### config.mk
export PLATFORM = sky130hd
export DESIGN_NAME = ds_tx_arbiter
export DESIGN_NICKNAME = d
export VERILOG_FILES = /design/src/rtl/ds_arb_pkg.sv /design/src/rtl/rr_pick.sv /design/src/rtl/ds_tx_arbiter.sv
export SDC_FILE = /design/constraint.sdc
export NUM_CORES = 1
export LEC_CHECK = 0
export CORE_AREA = 2 2 523 525
export DETAILED_ROUTE_END_ITERATION = 7
export DIE_AREA = 0 0 525 527
export SLEW_MARGIN = 20
export SYNTH_ARGS = -nofsm -noshare
export SYNTH_HDL_FRONTEND = slang
export SYNTH_SLANG_ARGS = --single-unit
export TNS_END_PERCENT = 100
### constraint.sdc
create_clock -name clk -period 2.53 [get_ports clk]
set_input_delay 0.3795 -clock clk [delete_from_list [all_inputs] [get_ports clk]]
set_output_delay 0.3795 -clock clk [all_outputs]
set_load 0.01 [all_outputs]
### src/rtl/ds_arb_pkg.sv
// Shared types and sizing helpers for the data-stream TX arbiter family.
// Latency: n/a (types and constants only).
// Backpressure: n/a.
package ds_arb_pkg;

    // Arbiter FSM: IDLE picks a requester, LOCKED forwards one whole packet.
    typedef enum logic {
        IDLE   = 1'b0,
        LOCKED = 1'b1
    } arb_state_t;

    // Width of a requester index; never narrower than one bit.
    function automatic int idx_width(input int n);
        return (n <= 2) ? 1 : $clog2(n);
    endfunction

    localparam int DS_DATA_WIDTH_DFLT = 256;

    localparam int DS_ADDR_WIDTH_DFLT = 4;

endpackage

### src/rtl/rr_pick.sv
// Round-robin picker: first set request after last_ptr, wrapping modulo NUM_REQ.
// Latency: purely combinational.
// Backpressure: none; caller decides when the pick is consumed.
module rr_pick
    import ds_arb_pkg::*;
#(
    parameter int NUM_REQ = 4,
    parameter int IDX_W   = idx_width(NUM_REQ)
) (
    input  logic [NUM_REQ-1:0] req,
    input  logic [IDX_W-1:0]   last_ptr,
    output logic               found,
    output logic [IDX_W-1:0]   index
);

    logic [IDX_W-1:0] cand;

    // Scan last_ptr+1 .. last_ptr+NUM_REQ so last_ptr itself has lowest priority.
    always_comb begin
        found = 1'b0;
        index = '0;
        cand  = '0;
        for (int k = 1; k <= NUM_REQ; k++) begin
            cand = IDX_W'((int'(last_ptr) + k) % NUM_REQ);
            if (!found && req[cand]) begin
                found = 1'b1;
                index = cand;
            end
        end
    end

endmodule

### src/rtl/ds_tx_arbiter.sv
// Packet-granular round-robin arbiter sharing one NAP DS TX path among NUM_REQ requesters.
// Latency: one bubble cycle per packet for arbitration; data path fully combinational.
// Backpressure: m_ready passes straight to s_ready of the locked requester; others see 0.
module ds_tx_arbiter
    import ds_arb_pkg::*;
#(
    parameter int NUM_REQ    = 4,
    parameter int DATA_WIDTH = DS_DATA_WIDTH_DFLT,
    parameter int ADDR_WIDTH = DS_ADDR_WIDTH_DFLT
) (
    input  logic                            clk,
    input  logic                            resetn,
    input  logic [NUM_REQ-1:0]              s_valid,
    input  logic [NUM_REQ-1:0]              s_sop,
    input  logic [NUM_REQ-1:0]              s_eop,
    input  logic [NUM_REQ*DATA_WIDTH-1:0]   s_data,
    input  logic [NUM_REQ*ADDR_WIDTH-1:0]   s_addr,
    output logic [NUM_REQ-1:0]              s_ready,
    output logic                            m_valid,
    output logic                            m_sop,
    output logic                            m_eop,
    output logic [DATA_WIDTH-1:0]           m_data,
    output logic [ADDR_WIDTH-1:0]           m_addr,
    input  logic                            m_ready,
    output logic [$clog2(NUM_REQ)-1:0]      grant_id,
    output logic                            busy,
    output logic                            proto_err
);

    localparam int IDX_W = $clog2(NUM_REQ);

    arb_state_t       state, state_nxt;
    logic [IDX_W-1:0] grant_q, grant_nxt;
    logic [IDX_W-1:0] last_ptr, last_nxt;
    logic             first_q, first_nxt;
    logic             err_q, err_nxt;

    logic [NUM_REQ-1:0] sop_req;
    logic [NUM_REQ-1:0] stray;
    logic               pick_found;
    logic [IDX_W-1:0]   pick_idx;
    logic               xfer;

    // Only SOP beats compete; a valid beat without SOP while idle is orphaned.
    assign sop_req = s_valid & s_sop;
    assign stray   = s_valid & ~s_sop;
    assign xfer    = m_valid & m_ready;

    rr_pick #(
        .NUM_REQ (NUM_REQ),
        .IDX_W   (IDX_W)
    ) u_rr_pick (
        .req      (sop_req),
        .last_ptr (last_ptr),
        .found    (pick_found),
        .index    (pick_idx)
    );

    // State register; reset points last_ptr at the top so requester 0 wins first.
    always_ff @(posedge clk or negedge resetn) begin
        if (!resetn) begin
            state    <= IDLE;
            grant_q  <= '0;
            last_ptr <= IDX_W'(NUM_REQ - 1);
            first_q  <= 1'b0;
            err_q    <= 1'b0;
        end else begin
            state    <= state_nxt;
            grant_q  <= grant_nxt;
            last_ptr <= last_nxt;
            first_q  <= first_nxt;
            err_q    <= err_nxt;
        end
    end

    // Next state: grant on a picked SOP, release on the EOP transfer, flag protocol errors.
    always_comb begin
        state_nxt = state;
        grant_nxt = grant_q;
        last_nxt  = last_ptr;
        first_nxt = first_q;
        err_nxt   = err_q;
        case (state)
            IDLE: begin
                if (|stray) begin
                    err_nxt = 1'b1;
                end
                if (pick_found) begin
                    state_nxt = LOCKED;
                    grant_nxt = pick_idx;
                    first_nxt = 1'b1;
                end
            end
            LOCKED: begin
                if (xfer) begin
                    first_nxt = 1'b0;
                    // A fresh SOP inside an owned packet is forwarded but recorded.
                    if (m_sop && !first_q) begin
                        err_nxt = 1'b1;
                    end
                    if (m_eop) begin
                        state_nxt = IDLE;
                        last_nxt  = grant_q;
                    end
                end
            end
            default: state_nxt = IDLE;
        endcase
    end

    // Outputs: mux the locked requester through; in idle only stray beats get a discard ready.
    always_comb begin
        s_ready = '0;
        m_valid = 1'b0;
        m_sop   = 1'b0;
        m_eop   = 1'b0;
        m_data  = '0;
        m_addr  = '0;
        if (state == LOCKED) begin
            m_valid          = s_valid[grant_q];
            m_sop            = s_sop[grant_q];
            m_eop            = s_eop[grant_q];
            m_data           = s_data[grant_q*DATA_WIDTH +: DATA_WIDTH];
            m_addr           = s_addr[grant_q*ADDR_WIDTH +: ADDR_WIDTH];
            s_ready[grant_q] = m_ready;
        end else begin
            // Gate with resetn so nothing is acknowledged while reset is held.
            s_ready = stray & {NUM_REQ{resetn}};
        end
    end

    assign grant_id  = grant_q;
    assign busy      = (state == LOCKED);
    assign proto_err = err_q;

endmodule

=== Word-level counts from Yosys, hierarchy flattened ===
Cells that the tools add are included.

* Register bits: 7
* Output and inout bits: 271

* $add $sub $neg: 4
* $lt $le $gt $ge: 6
* Equal/unequal tests: 4
* Shifts and indexed selects: 2
* Mux-type cells: 41
* Bitwise operators: 7
* Reductions and logical operators: 14

{| class="wikitable"
|+ Operators with widths
! cell !! count
|-
| $shiftx 1024x11->256 || 1
|-
| $mux 256 || 1
|-
| $mux 1 || 23
|-
| $and 4x4->4 || 4
|-
| $shiftx 16x5->4 || 1
|-
| $lt 2x3->1 const B || 5
|-
| $bmux 1 s2 || 7
|-
| $mux 2 || 4
|-
| $mux 4 || 2
|-
| $pmux 1 s2 || 3
|-
| $reduce_and 3->1 || 2
|-
| $logic_and 1x1->1 || 5
|-
| $add 2x1->2 const B || 2
|-
| $add 2x2->2 const B || 2
|-
| $logic_not 1->1 || 4
|-
| $ne 2x1->1 const B || 2
|-
| $ne 2x2->1 const B || 2
|-
| $not 4->4 || 1
|-
| $reduce_and 2->1 || 2
|-
| $reduce_or 4->1 || 1
|-
| $demux 1 s2 || 1
|-
| $ge 2x1->1 const B || 1
|-
| $and 1x1->1 || 1
|-
| $not 1->1 || 1
|}

=== Longest topological paths before layout ===
* Depth in word-level cells: 15
* Mapped depth: 5
* Mapped depth without buffers: 4

=== By module ===
From an unflattened synthesis, not the netlist that was laid out.

* Cell total of the unflattened synthesis: 668
* Area total of the unflattened synthesis: 8,886.0 µm²

{| class="wikitable"
|+ By module, submodules not included
! module !! times used !! cells each !! area an instance (µm²) !! sequential area each (µm²)
|-
| ds_tx_arbiter || 1 || 654 || 8,794.7 || 177.7
|-
| rr_pick || 1 || 14 || 91.3 || 0.0
|}

=== Worst setup path after synthesis ===
OpenSTA, ideal clock, no wires.

* Kind: register to output
* From: register grant_q[0], in the netlist grant_id[0]
* To: output m_addr[0]
* Data arrival time: 1.554 ns
* Data required time: 2.151 ns
* Slack: 0.596 ns
* Stages on the path, launching flop included: 6
* Path through: dfrtp_1 > buf_6 > buf_12 > buf_6 > mux4_2 > and2_1

* Word-level cells in the longest chain between the ends: 2

{| class="wikitable"
|+ Ends and longest elaborated chain
! element !! RTL line !! RTL
|-
| from (decl) || ds_tx_arbiter.sv:33 || <nowiki>logic [IDX_W-1:0] grant_q, grant_nxt;</nowiki>
|-
| from (signal assigned) || ds_tx_arbiter.sv:69 || <nowiki>grant_q <= grant_nxt;</nowiki>
|-
| $shiftx 16x5->4 || ds_tx_arbiter.sv:124 || <nowiki>m_addr = s_addr[grant_q*ADDR_WIDTH +: ADDR_WIDTH];</nowiki>
|-
| $mux 4 || ds_tx_arbiter.sv:119 || <nowiki>if (state == LOCKED) begin</nowiki>
|-
| to (decl) || ds_tx_arbiter.sv:23 || <nowiki>output logic [ADDR_WIDTH-1:0] m_addr,</nowiki>
|}

Every way passes these cells.

=== Final worst setup path ===
* From: register grant_q[0], in the netlist grant_id[0]
* To: output m_data[97]

* Word-level cells in the longest chain between the ends: 2

{| class="wikitable"
|+ Ends and longest elaborated chain
! element !! RTL line !! RTL
|-
| $shiftx 1024x11->256 || ds_tx_arbiter.sv:123 || <nowiki>m_data = s_data[grant_q*DATA_WIDTH +: DATA_WIDTH];</nowiki>
|-
| $mux 256 || ds_tx_arbiter.sv:119 ||
|-
| to (decl) || ds_tx_arbiter.sv:22 || <nowiki>output logic [DATA_WIDTH-1:0] m_data,</nowiki>
|}

Every way passes these cells.

==> results.md <==
* Outcome: complete, but fails checks
* Failing checks: setup timing
* Clock Sinks at 7
* Slack of the worst reg-to-reg path at 240 ps
* Worst r2r src: grant_id[0]
* Clk_skew at between 0.8 and 0.9 ps
* Hpwl dp at ~230 mm
* Max-Cap Viols at 0
* Pre-antenna DRT Iters at 5
* Die W at roughly 530 um
* Area grow syn2layout at 230%
* WS Path Type: reg -> out
* CP required at around 2200 ps
* Crit-path max FO at 5
* Clk_lat worst skew at approximately 230 ps
* Setup WS post-layout at -154 ps
* Cell variety after synth at 31
* Core area at ~270000 um2
* Slew at the pin closest to its max-slew limit at about 420 ps
* CTS Buf Count at 3
* Initial DRC count at approximately 1300
* CP endpoint kind: primary output
* FF-to-FF path depth at 9
* Setup-failing EPs final at around 130
* First-pass GRT wire length at ~280 mm
* Mean post-synth cell area at roughly 13 um2
* Crit start category: flip-flop
* CTS Buffer Depth at 2
* CTS root buffer: clkbuf_16
* Layout fillers at a little over 30000
* Largest net degree at the start of global routing at between 50 and 60
* Number of global-route vias before repair at 15300
* Final Net Count at about 3100
* Via Count at ~17000
* Crit path time final at ~2700 ps
* Crit path largest cell delay at between 600 and 700 ps
* Die area at approximately 280000 um2
* Final ANT Viol Nets at 0
* Vias per cell at ~2.8
* GRT Total Usage at approximately 17%
* Rel. slew slack at about 72%
* Die Span Y at roughly 530 um
* Sequential share of the synthesized area at about 2%
* RSZ-0062 raised after global routing: yes
* Initial Util at ~3.3%
* Synthesized net count at roughly 1700
* I/O pins at 1326
* Mapped Cells at ~670
* RD Place Congestion at 1.16
* Placed cell areas at between 20000 and 30000 um2
* Number of H-tree levels at 1
* Synth warn at 0
* Reg2reg end: last_ptr[0]
* #FFs+latches synth at 7
* GR Overflow Total at 0
* Clock-pin transition on the worst setup and hold timing paths at approximately 40 ps
* CP cell instances: buf_12 > buf_12 > buf_12 > buf_8 > mux4_2 > and2_4 > buf_6
* CTS tree: built
* Leak at ~10 nW
* Num rows at approximately 190
* Worst path most repeated cell: buf_12
* Worst-case vdd ir drop at between 0.5 and 0.6 mV
* Cell area after synthesis at ~8900 um2
* Post-DR wirelength/cell at roughly 42 um
* Final instance area at 29300 um2
* Reg area at around 190 um2
* Fmax at roughly 370 MHz
* Slowest-stage cell, CP: mux4_2
* Wirelength, routed at 244 mm
* Final hold violation count at 0
* Final period util at 106%
* HP Class: in -> async
* Slew Viols, Final at 0
* Layout cell share with drive strength beyond 1 at 41.4%
* # port buffers at ~1300
* Fin Hold WS at roughly 450 ps
* PwrDens at approximately 1100 nW/um2
* Multi-input gate area at between 8000 and 9000 um2
* Worst EP arrival at between 2000 and 2500 ps
* Initial antenna violation count at between 400 and 500
* Post-route DRC at 0
[layer usage]
layer	vias up	wire (um)	track usage [%]
met1	7701	88400	18.6
met2	2018	97100	24.3
met5	-	2020	0
met3	784	43200	12.8
li1	5723	-	-
met4	276	13400	6.38
[worst max-delay path: cells and delay by family (launching register included)]
kind,cells,cell delay (ps)
buffers and inverters,5,710
DFF,1,430
muxes,1,640
and+or+nand+nor,1,220
[report_power, final]
part / internal, mW / total (mW) / switching (mW)
clock network: 0.210 / 0.273 / 0.0628
registers: 0.188 / 0.311 / 0.123
logic: 17.0 / 33.0 / 16.0
total: 17.4 / 33.6 / 16.2
[state kept, by name (all words and copies together), names as in the netlist]
register,flops
first_q,1
proto_err,1
grant_id,2
last_ptr,2
busy,1
[Yosys cell counts, drive strengths merged]
cell type  count  area [um2]
a211o          1        8.76
mux4         262        5900
nor3           1        5.00
o22ai          4        25.0
buf           58         723
dfstp          2        52.6
a22oi          2        15.0
o2bb2ai        1        8.76
nand2          6        22.5
o21a           1        7.51
mux2i          2        20.0
dfrtp          5         125
and3           1        6.26
o32ai          1        8.76
mux2           2        22.5
clkbuf        32         121
a31oi          2        12.5
o22a           1        8.76
nand3b         2        15.0
and2         262        1640
a21o           1        7.51
nor2           3        11.3
nand3          2        10.0
nand2b         7        43.8
a21oi          2        10.0
inv            2        7.51
a41oi          2        17.5
[cell usage in the layout (no fill, tap or decap), types with 2 or more instances in the layout]
master and count:
buf_12 80, clkbuf_16 3, buf_4 66, o22ai_2 2
and2_1 75, dfrtp_4 3, inv_1 2, mux4_2 262
clkdlybuf4s50_1 1058, nand2_1 6, diode_2 147, a22oi_1 2
and2_4 187, mux2i_1 2, o22ai_1 2, dfrtp_1 2
nand3b_1 2, buf_16 20, nand2b_1 7, a41oi_1 2
a21oi_1 2, dfstp_2 2, buf_6 150, nand3_1 2
nor2_1 3, buf_2 7, clkbuf_2 42, dlygate4sd2_1 11
buf_8 24, dlymetal6s2s_1 10, a31oi_1 2, clkdlybuf4s15_1 5
mux2_2 2
[cell type report]
type	instances	area share (%)
timing repair buffer	1474	54.1
multi-input combinational	568	28.4
tap	3589	15.3
antenna	147	1.26
sequential	7	0.645
clock buffer	4	0.269
inverter	2	0.0256
[per-stage QoR]
step | total power [mW] | cells | util [%] | TNS [ps] | setup slack, ps
after detailed placement | 28.1 | 5559 | 9.76 | -17480 | -240
after CTS | 32.5 | 5626 | 10.5 | -26110 | -222
after floorplan | 11.1 | 667 | - | 0 | 596
after global routing | 34.8 | 5725 | 10.7 | -14650 | -183
final | 33.6 | 5791 | 10.8 | -7240 | -154
after global placement | 28.1 | 5559 | 9.76 | -14340 | -214
[timing repair]
action,4_1_cts,5_1_grt
pin swaps,36,25
buffers inserted,47,28
endpoints found under the hold margin,0,0
hold buffers,0,0
cloned,16,0
setup endpoints to repair,263,247
resized for setup,369,345
[worst max-delay path by stage]
stage	from	to	slack [ps]	cells past startpoint
detailed placement	grant_id[0]	m_data[171]	-240	6
global route	grant_id[0]	m_data[159]	-180	7
CTS	grant_id[0]	m_data[166]	-220	8
global placement	grant_id[0]	m_data[171]	-210	6
floorplan	grant_id[0]	m_addr[0]	600	5
finish	grant_id[0]	m_data[97]	-150	7
[kinds of logic (layout without fill, tap and decap cells)]
| kind of cell | Yosys count | after routing | share of synthesized area, % |
|---|---|---|---|
| buffers and inverters | 92 | 1480 | 9.62 |
| multiplexers | 266 | 266 | 67.1 |
| AND/OR/NAND/NOR | 284 | 284 | 19.8 |
| other | 0 | 147 | 0 |
| flip-flops | 7 | 7 | 2.01 |
| AO/OA/AOI/OAI | 18 | 18 | 1.47 |
(Power assumes the default switching activity.)
